`src/rtl/hazard_pkg.sv`:
```
// Shared types and helpers for the hazard scoreboard: entry layout, the
// register-file forwarding code and the select-width helper.
package hazard_pkg;

   localparam int FWD_RF = 0;

   // Entries carry the widest register index supported; narrower indices are zero-extended.
   localparam int MAX_REG_ADDR_W = 8;

   typedef struct packed {
      logic                      v;
      logic [MAX_REG_ADDR_W-1:0] rd;
      logic                      ld;
   } sb_entry_t;

   function automatic int fwd_sel_width(input int n);
      return (n <= 2) ? 1 : $clog2(n);
   endfunction

endpackage

```
`src/rtl/sb_src_match.sv`:
```
// Finds the youngest in-flight producer of one source operand; the WB stage is
// excluded because the write-first register file already returns its data.
module sb_src_match
   import hazard_pkg::*;
#(
   parameter int NUM_STAGES = 3,
   parameter int SEL_W      = 2
) (
   input  sb_entry_t [NUM_STAGES-1:0]  entries,
   input  logic [MAX_REG_ADDR_W-1:0]   srcIdx,
   input  logic                        srcUsed,
   output logic                        hit,
   output logic [SEL_W-1:0]            stage,
   output logic                        isLoad
);

   // Scan oldest to youngest so the smallest matching stage index is the one that sticks.
   always_comb begin
      hit    = 1'b0;
      stage  = '0;
      isLoad = 1'b0;
      for (int j = NUM_STAGES - 2; j >= 0; j--) begin
         if (entries[j].v && srcUsed && (srcIdx != '0) && (entries[j].rd == srcIdx)) begin
            hit    = 1'b1;
            stage  = SEL_W'(j);
            isLoad = entries[j].ld;
         end
      end
   end

endmodule

```
`src/rtl/hazard_scoreboard.sv`:
```
// Hazard and forwarding control for the in-order RV32 pipeline.
// Optional statistics counters are enabled with the HAZARD_STATS_EN macro.
module hazard_scoreboard
   import hazard_pkg::*;
#(
   parameter int NUM_STAGES       = 3,
   parameter int REG_ADDR_W       = 5,
   parameter int LOAD_READY_STAGE = 2,
   parameter int SEL_W            = fwd_sel_width(NUM_STAGES)
) (
   input  logic                  clk,
   input  logic                  resetn,
   input  logic                  id_valid,
   input  logic                  flush_id,
   input  logic [REG_ADDR_W-1:0] id_rs1,
   input  logic [REG_ADDR_W-1:0] id_rs2,
   input  logic                  id_rs1_used,
   input  logic                  id_rs2_used,
   input  logic [REG_ADDR_W-1:0] id_rd,
   input  logic                  id_reg_write,
   input  logic                  id_is_load,
   output logic                  stall_out,
   output logic                  pc_write,
   output logic                  if_id_write,
   output logic                  ex_bubble,
   output logic [SEL_W-1:0]      fwd_sel_rs1_ex,
   output logic [SEL_W-1:0]      fwd_sel_rs2_ex
`ifdef HAZARD_STATS_EN
   ,
   output logic [31:0]           stat_stall_cycles,
   output logic [31:0]           stat_fwd_events
`endif
);

   sb_entry_t [NUM_STAGES-1:0] entries;
   sb_entry_t                  newEntry;

   logic             hitRs1, hitRs2;
   logic             ldRs1, ldRs2;
   logic [SEL_W-1:0] stageRs1, stageRs2;
   logic [SEL_W-1:0] selRs1, selRs2;
   logic             loadUseRs1, loadUseRs2;
   logic             issueValid;

   sb_src_match #(.NUM_STAGES(NUM_STAGES), .SEL_W(SEL_W)) matchRs1 (
      .entries (entries),
      .srcIdx  (MAX_REG_ADDR_W'(id_rs1)),
      .srcUsed (id_rs1_used),
      .hit     (hitRs1),
      .stage   (stageRs1),
      .isLoad  (ldRs1)
   );

   sb_src_match #(.NUM_STAGES(NUM_STAGES), .SEL_W(SEL_W)) matchRs2 (
      .entries (entries),
      .srcIdx  (MAX_REG_ADDR_W'(id_rs2)),
      .srcUsed (id_rs2_used),
      .hit     (hitRs2),
      .stage   (stageRs2),
      .isLoad  (ldRs2)
   );

   // A load producer at stage j forwards from stage j+1, which only holds load data once it reaches LOAD_READY_STAGE.
   always_comb begin
      selRs1      = hitRs1 ? stageRs1 + SEL_W'(1) : SEL_W'(FWD_RF);
      selRs2      = hitRs2 ? stageRs2 + SEL_W'(1) : SEL_W'(FWD_RF);
      loadUseRs1  = hitRs1 && ldRs1 && ((int'(stageRs1) + 1) < LOAD_READY_STAGE);
      loadUseRs2  = hitRs2 && ldRs2 && ((int'(stageRs2) + 1) < LOAD_READY_STAGE);
      stall_out   = id_valid && !flush_id && (loadUseRs1 || loadUseRs2);
      pc_write    = !stall_out;
      if_id_write = !stall_out;
      ex_bubble   = stall_out || flush_id || !id_valid;
      issueValid  = id_valid && !flush_id && !stall_out && id_reg_write && (id_rd != '0);
      newEntry    = '{v: issueValid, rd: MAX_REG_ADDR_W'(id_rd), ld: id_is_load};
   end

   always_ff @(posedge clk) begin
      if (!resetn) begin
         entries        <= '0;
         fwd_sel_rs1_ex <= '0;
         fwd_sel_rs2_ex <= '0;
      end else begin
         entries        <= {entries[NUM_STAGES-2:0], newEntry};
         fwd_sel_rs1_ex <= stall_out ? SEL_W'(FWD_RF) : selRs1;
         fwd_sel_rs2_ex <= stall_out ? SEL_W'(FWD_RF) : selRs2;
      end
   end

`ifdef HAZARD_STATS_EN
   // Saturating counters; a forward event is an issued (non-bubble) instruction using any bypass.
   always_ff @(posedge clk) begin
      if (!resetn) begin
         stat_stall_cycles <= '0;
         stat_fwd_events   <= '0;
      end else begin
         if (stall_out && (stat_stall_cycles != '1))
            stat_stall_cycles <= stat_stall_cycles + 32'd1;
         if (!ex_bubble && ((selRs1 != '0) || (selRs2 != '0)) && (stat_fwd_events != '1))
            stat_fwd_events <= stat_fwd_events + 32'd1;
      end
   end
`endif

endmodule

```
`config.mk`:
```
export PLATFORM = sky130hd
export DESIGN_NAME = hazard_scoreboard
export DESIGN_NICKNAME = d
export VERILOG_FILES = /design/src/rtl/hazard_pkg.sv /design/src/rtl/sb_src_match.sv /design/src/rtl/hazard_scoreboard.sv
export SDC_FILE = /design/constraint.sdc
export NUM_CORES = 1
export LEC_CHECK = 0
export ABC_CLOCK_PERIOD_IN_PS = 2530
export CAP_MARGIN = 20
export CORE_UTILIZATION = 42
export DETAILED_ROUTE_END_ITERATION = 8
export HOLD_SLACK_MARGIN = 0.15
export PLACE_DENSITY = 0.77
export SETUP_SLACK_MARGIN = 0.1
export SYNTH_ARGS = -nofsm -noshare
export SYNTH_HDL_FRONTEND = slang
export SYNTH_SLANG_ARGS = --single-unit
```
`constraint.sdc`:
```
create_clock -name clk -period 2.53 [get_ports clk]
set_clock_uncertainty 0.05 [all_clocks]
set_input_delay 0.506 -clock clk [delete_from_list [all_inputs] [get_ports clk]]
set_output_delay 0.506 -clock clk [all_outputs]
set_load 0.005 [all_outputs]
```
After elaboration in Yosys (flattened, before gate mapping). Index checks and enable logic that the tools add are counted.

Flip-flop bits (word level): 24. Logic and storage cells: 66. Bits of input ports: 23. Output and inout port bits: 8.

$lt $le $gt $ge: 2. Equal/unequal tests: 4. Reductions and logical operators: 32. Bitwise operators: 3. Muxes and demuxes: 12. Add/sub/neg operators: 4.

Operators by type and width (count): equality test 8 x 5 -> 1 bit (4); logical AND 1 bit (21); nonzero test 8 bit (2); two-way mux 1 bit (12); adder 2 x 1 -> 3 bit, second input constant (2); < comparator 3 x 2 -> 1 bit, second input constant (2); OR reduction 3 bit (2); nonzero test 5 bit (1); adder 2 x 1 -> 2 bit, second input constant (2); logical NOT 1 bit (3); logical OR 1 bit (3); NOT 1 bit (3).

Longest topological paths before layout.
Depth in word-level cells: 14. Depth in mapped cells: 6. Gate-level depth less buffers: 5.

By module. A second synthesis with hierarchy kept.

Cell total of the unflattened synthesis: 138. Area, all modules: 1328.8 um^2.

By module, submodules not included: hazard_scoreboard (area each 798.3 um^2, cells each 70, sequential area each 500.5 um^2, instances 1); sb_src_match (area each 265.3 um^2, cells each 34, sequential area each 0.0 um^2, instances 2).

Worst setup path after synthesis. No wires, ideal clock.

Path type: input -> output. Start: in id_rs1[4]. End: out pc_write. Slack: 0.343 ns. Data arrival time: 1.631 ns. Path buffers: 1. Stages on the path: 6. Data required time: 1.974 ns. Path through: xor2_1 > nor4_2 > and4_1 > nor2_1 > or2_1 > buf_4.

Longest elaborated chain between the ends: 11. Elaborated cells between the ends (all ways): 20. Classes of those cells: add/sub: 1; order compare: 1; eq/ne: 2; mux: 6; reduce/logical: 10.

Ends and longest elaborated chain: from (decl) (line hazard_scoreboard.sv:15) `input logic [REG_ADDR_W-1:0] id_rs1,`; nonzero test 8 bit (line sb_src_match.sv:23) `if (entries[j].v && srcUsed && (srcIdx != '0) && (entries[j].rd == srcIdx)) begin`; logical AND 1 bit (2 in series) (line sb_src_match.sv:23); two-way mux 1 bit (2 in series) (line sb_src_match.sv:23); adder 2 x 1 -> 3 bit (line hazard_scoreboard.sv:67) `loadUseRs1 = hitRs1 && ldRs1 && ((int'(stageRs1) + 1) < LOAD_READY_STAGE);`; < comparator 3 x 2 -> 1 bit (line hazard_scoreboard.sv:67); logical AND 1 bit * (line hazard_scoreboard.sv:67); logical OR 1 bit * (line hazard_scoreboard.sv:69) `stall_out = id_valid && !flush_id && (loadUseRs1 || loadUseRs2);`; logical AND 1 bit * (line hazard_scoreboard.sv:69); logical NOT 1 bit *; to (decl) (line hazard_scoreboard.sv:23) `output logic pc_write,`.

Every way passes the cells marked *; elsewhere a longest branch is shown, timed or not.

Final worst setup path.
Start: in id_rs1_used. End: out if_id_write.

Longest elaborated chain between the ends: 11. Elaborated cells between the ends (all ways): 19. Classes of those cells: add/sub: 1; order compare: 1; mux: 6; reduce/logical: 11.

Ends and longest elaborated chain: from (decl) (line hazard_scoreboard.sv:17) `input logic id_rs1_used,`; logical AND 1 bit (3 in series) (line sb_src_match.sv:23); two-way mux 1 bit (2 in series) (line sb_src_match.sv:23); adder 2 x 1 -> 3 bit (line hazard_scoreboard.sv:67); < comparator 3 x 2 -> 1 bit (line hazard_scoreboard.sv:67); logical AND 1 bit * (line hazard_scoreboard.sv:67); logical OR 1 bit * (line hazard_scoreboard.sv:69); logical AND 1 bit * (line hazard_scoreboard.sv:69); logical NOT 1 bit * (line hazard_scoreboard.sv:71) `if_id_write = !stall_out;`; to (decl) (line hazard_scoreboard.sv:24) `output logic if_id_write,`.

Marks and branches as above.

==> impl_summary.md <==
Routing
The via density per instance is 4.91. The remaining antenna violation count after routing is 0. The number of DRC markers after the initial detailed-route iteration is 8. After detailed routing, the average wire length per cell comes to 14.2 um.

For this block, the routed nets add up to 2310 um of wire. The number of iterations in the first detailed-routing pass is 4. The vias after detailed routing is 801. The post-detailed-route DRC marker count is 0.

Logic synthesis
The number of synthesis warnings is 0. The average instance in the mapped netlist occupies 9.59 um^2. The count of mapped cells out of synthesis is 84. Counting flops with an async set or reset pin after synthesis yields a share of 0. In this run, synthesis inferred 0 flip-flops with an integrated enable. The number of synthesized register bits is 17. The net count after synthesis is 107. The register area share after synthesis is 0.422. The mapped netlist covers 806 um^2. After synthesis, the netlist uses 21 different library cells.

In the synthesized netlist the dominant register cell turns out to be dfxtp_1.

Timing
The number of slew-limit violations in the final report was 0. Derived from the worst setup path, the maximum achievable clock frequency is 405 MHz. The relative slew slack is 0.824. The clock period could shrink to 2.47 ns. Setup repair after global routing could not meet its margin everywhere. The count of final hold-check violations came to 0.

Dividing the final minimum period by the clock period gives 0.975. The pin slew with the least headroom to its limit is 0.262 ns. Setup violations remaining at the end of the flow were counted as 0.

The least setup slack across all paths after layout is 0.0626 ns.

Setup path
The worst setup path is of the in -> out kind. For the worst setup path, the data arrival time is 1.91 ns. The endpoint of the worst-slack reg-to-reg timing path is entries[9].

The worst reg-to-reg path cell count is 6. The kind of launch point of the worst setup path is an input pin. In this run the register-to-register setup slack is 0.96 ns. Of all nets on the critical path, the largest fanout is 2. Data on the critical path is required at its endpoint by 1.97 ns.

The type of element capturing the critical path is an output pin. The startpoint of the most critical register-to-register path is entries[5].

Die
The floorplan step defined a die boundary enclosing 2100 um^2. The die height is 45.8 um. Row generation in the floorplan step produced 15 rows. The core region area is 1760 um^2. Measured along the x axis, the die boundary spans 45.8 um. The number of ports placed on the die boundary is 31. The starting utilization of the core area is 0.457.

Hold path
The capture endpoint of the worst hold path is fwd_sel_rs1_ex[1]. The tightest min-delay check is of the reg -> reg type. Counting instances, the worst hold path has a depth of 1. The source of the worst hold timing path is entries[0].

Clock network
The clock reaches the later pin of the worst-skew pair after 0.29 ns. The hold-fix buffer count after cts is 0. The clock input transition at the sequential cells of the worst setup and hold paths is 0.10 ns. The root cell of the clock tree is clkbuf_4. Clock tree synthesis inserted a total of 3 buffers. Clock tree synthesis found a total of 17 sinks. In this run the number of H-tree levels came out at 1. TritonCTS built the clock tree.

No sink is reached through more buffers than the 2 on the longest clock path.

Global route
The residual overflow from global routing is 0. The first-pass GRT wire length is 3440 um. The initial antenna violation count is 0. The total routing usage reported by global routing is 0.236. The pin count of the biggest net entering global routing is 16. The via count of the first global-routing pass is 807.

Pwr
After layout, the design draws a total of 0.000539 W. The worst-case IR drop observed on VDD is 285 uV. The power density over cell area is 401 nW/um^2.

For this design the static power due to leakage is 0.557 nW.

Placement
In this run, placement finished with an instance count of 151. At the placement stage, the worst setup path has a slack of -0.587 ns. The congestion estimate from routability-driven global placement came to 0.739. The half-perimeter wire length of the detailed placement result is 1600 um. The number of buffers added on ports is 30.

The post-detailed-placement cell area is 1230 um^2.

Run status
The flow ran to the end, and the final reports show no timing, DRC or antenna violations.

Cells and area
The library cells used most frequently in the layout, excluding fill and tap cells, are buf_4, dfxtp_1, clkdlybuf4s50_1. The number of antenna repair diodes is 0. The net total in the final layout is 162. The post-route core utilization is 0.762. The final design instance area without fill is 1350 um^2. Leaving out fill and tap cells, the most frequent cell in the layout is buf_4. Of the cells placed in the final design, the portion with a size suffix greater than 1 is 0.377. The non-filler instance count after layout is 163. The area overhead of the layout relative to synthesis is 66.9%.

Job
The count of maximum capacitance violations is 0.
## per-stage QoR
step | TNS, ns | hold WS [ns]
after global routing | 0 | 0.460
after floorplan | 0 | 0.401
after CTS | 0 | 0.454
after detailed placement | -2.09 | 0.431
final | 0 | 0.455
after global placement | -1.85 | 0.430
## layer usage
layer  wire length [um]  track usage
met3                 54       0.0397
met4                 21       0.0882
met5                  0            0
met1               1000        0.278
met2               1230        0.423
## repair_timing
action | in CTS | in global routing
gates cloned | 0 | 0
hold endpoints to repair | 0 | 0
buffers inserted | 7 | 1
pin swaps | 13 | 10
setup endpoints to repair | 4 | 4
gates resized for setup | 52 | 14
## area by class of cell
type                            instances  area, um^2
Multi-Input combinational cell         65         509
Timing Repair Buffer                   52         432
Fill cell                             143         419
Sequential cell                        17         345
Tap cell                               25        31.3
Clock buffer                            3        22.5
Clock inverter                          1        5.00
## power by group
group          switching (W)  internal [W]
Clock              0.0000844     0.0000588
Sequential        0.00000960      0.000276
Combinational      0.0000427     0.0000676
## sequential cells by signal, indices dropped and copies added (netlist names)
name	cells
entries	13
fwd_sel_rs1_ex	2
fwd_sel_rs2_ex	2
## worst max path at each step
| stage | slack [ns] | endpoint | start |
|---|---|---|---|
| 2_1_floorplan | 0.34 | pc_write | id_rs1[4] |
| 3_3_place_gp | -0.50 | if_id_write | id_rs1[0] |
| 3_5_place_dp | -0.59 | if_id_write | id_rs1[0] |
| 4_1_cts | 0.04 | if_id_write | entries[5] |
| 5_1_grt | 0.005 | if_id_write | entries[5] |
| 6_report | 0.06 | if_id_write | id_rs1_used |
## cell families after synthesis
kind of cell              after synthesis  share of synthesized area
AOI/OAI and AO/OA                       4                     0.0404
DFF                                    17                      0.422
and+or+nand+nor                        41                      0.306
buffers and inverters                   2                     0.0140
xor gates and xnor gates               20                      0.217
## synth_stat cells (2+ instances only)
library cell  instances  area share
nor3_1                3       0.019
and2_1               12       0.093
and3_1                2       0.016
or4_1                 3       0.028
dfxtp_1              17        0.42
o21ai_2               2       0.022
xnor2_1              15        0.16
nand4_1               5       0.039
nand2_1               6       0.028
xor2_1                5       0.054
nor2_1                4       0.019
## critical path: stages
cell	delay, ns
clkdlybuf4s15_1	0.21
nand2_2	0.07
nor4_2	0.32
and4_4	0.29
nor2_2	0.05
or2_1	0.24
buf_6	0.12
buf_6	0.10
(Power assumes the default switching activity.)
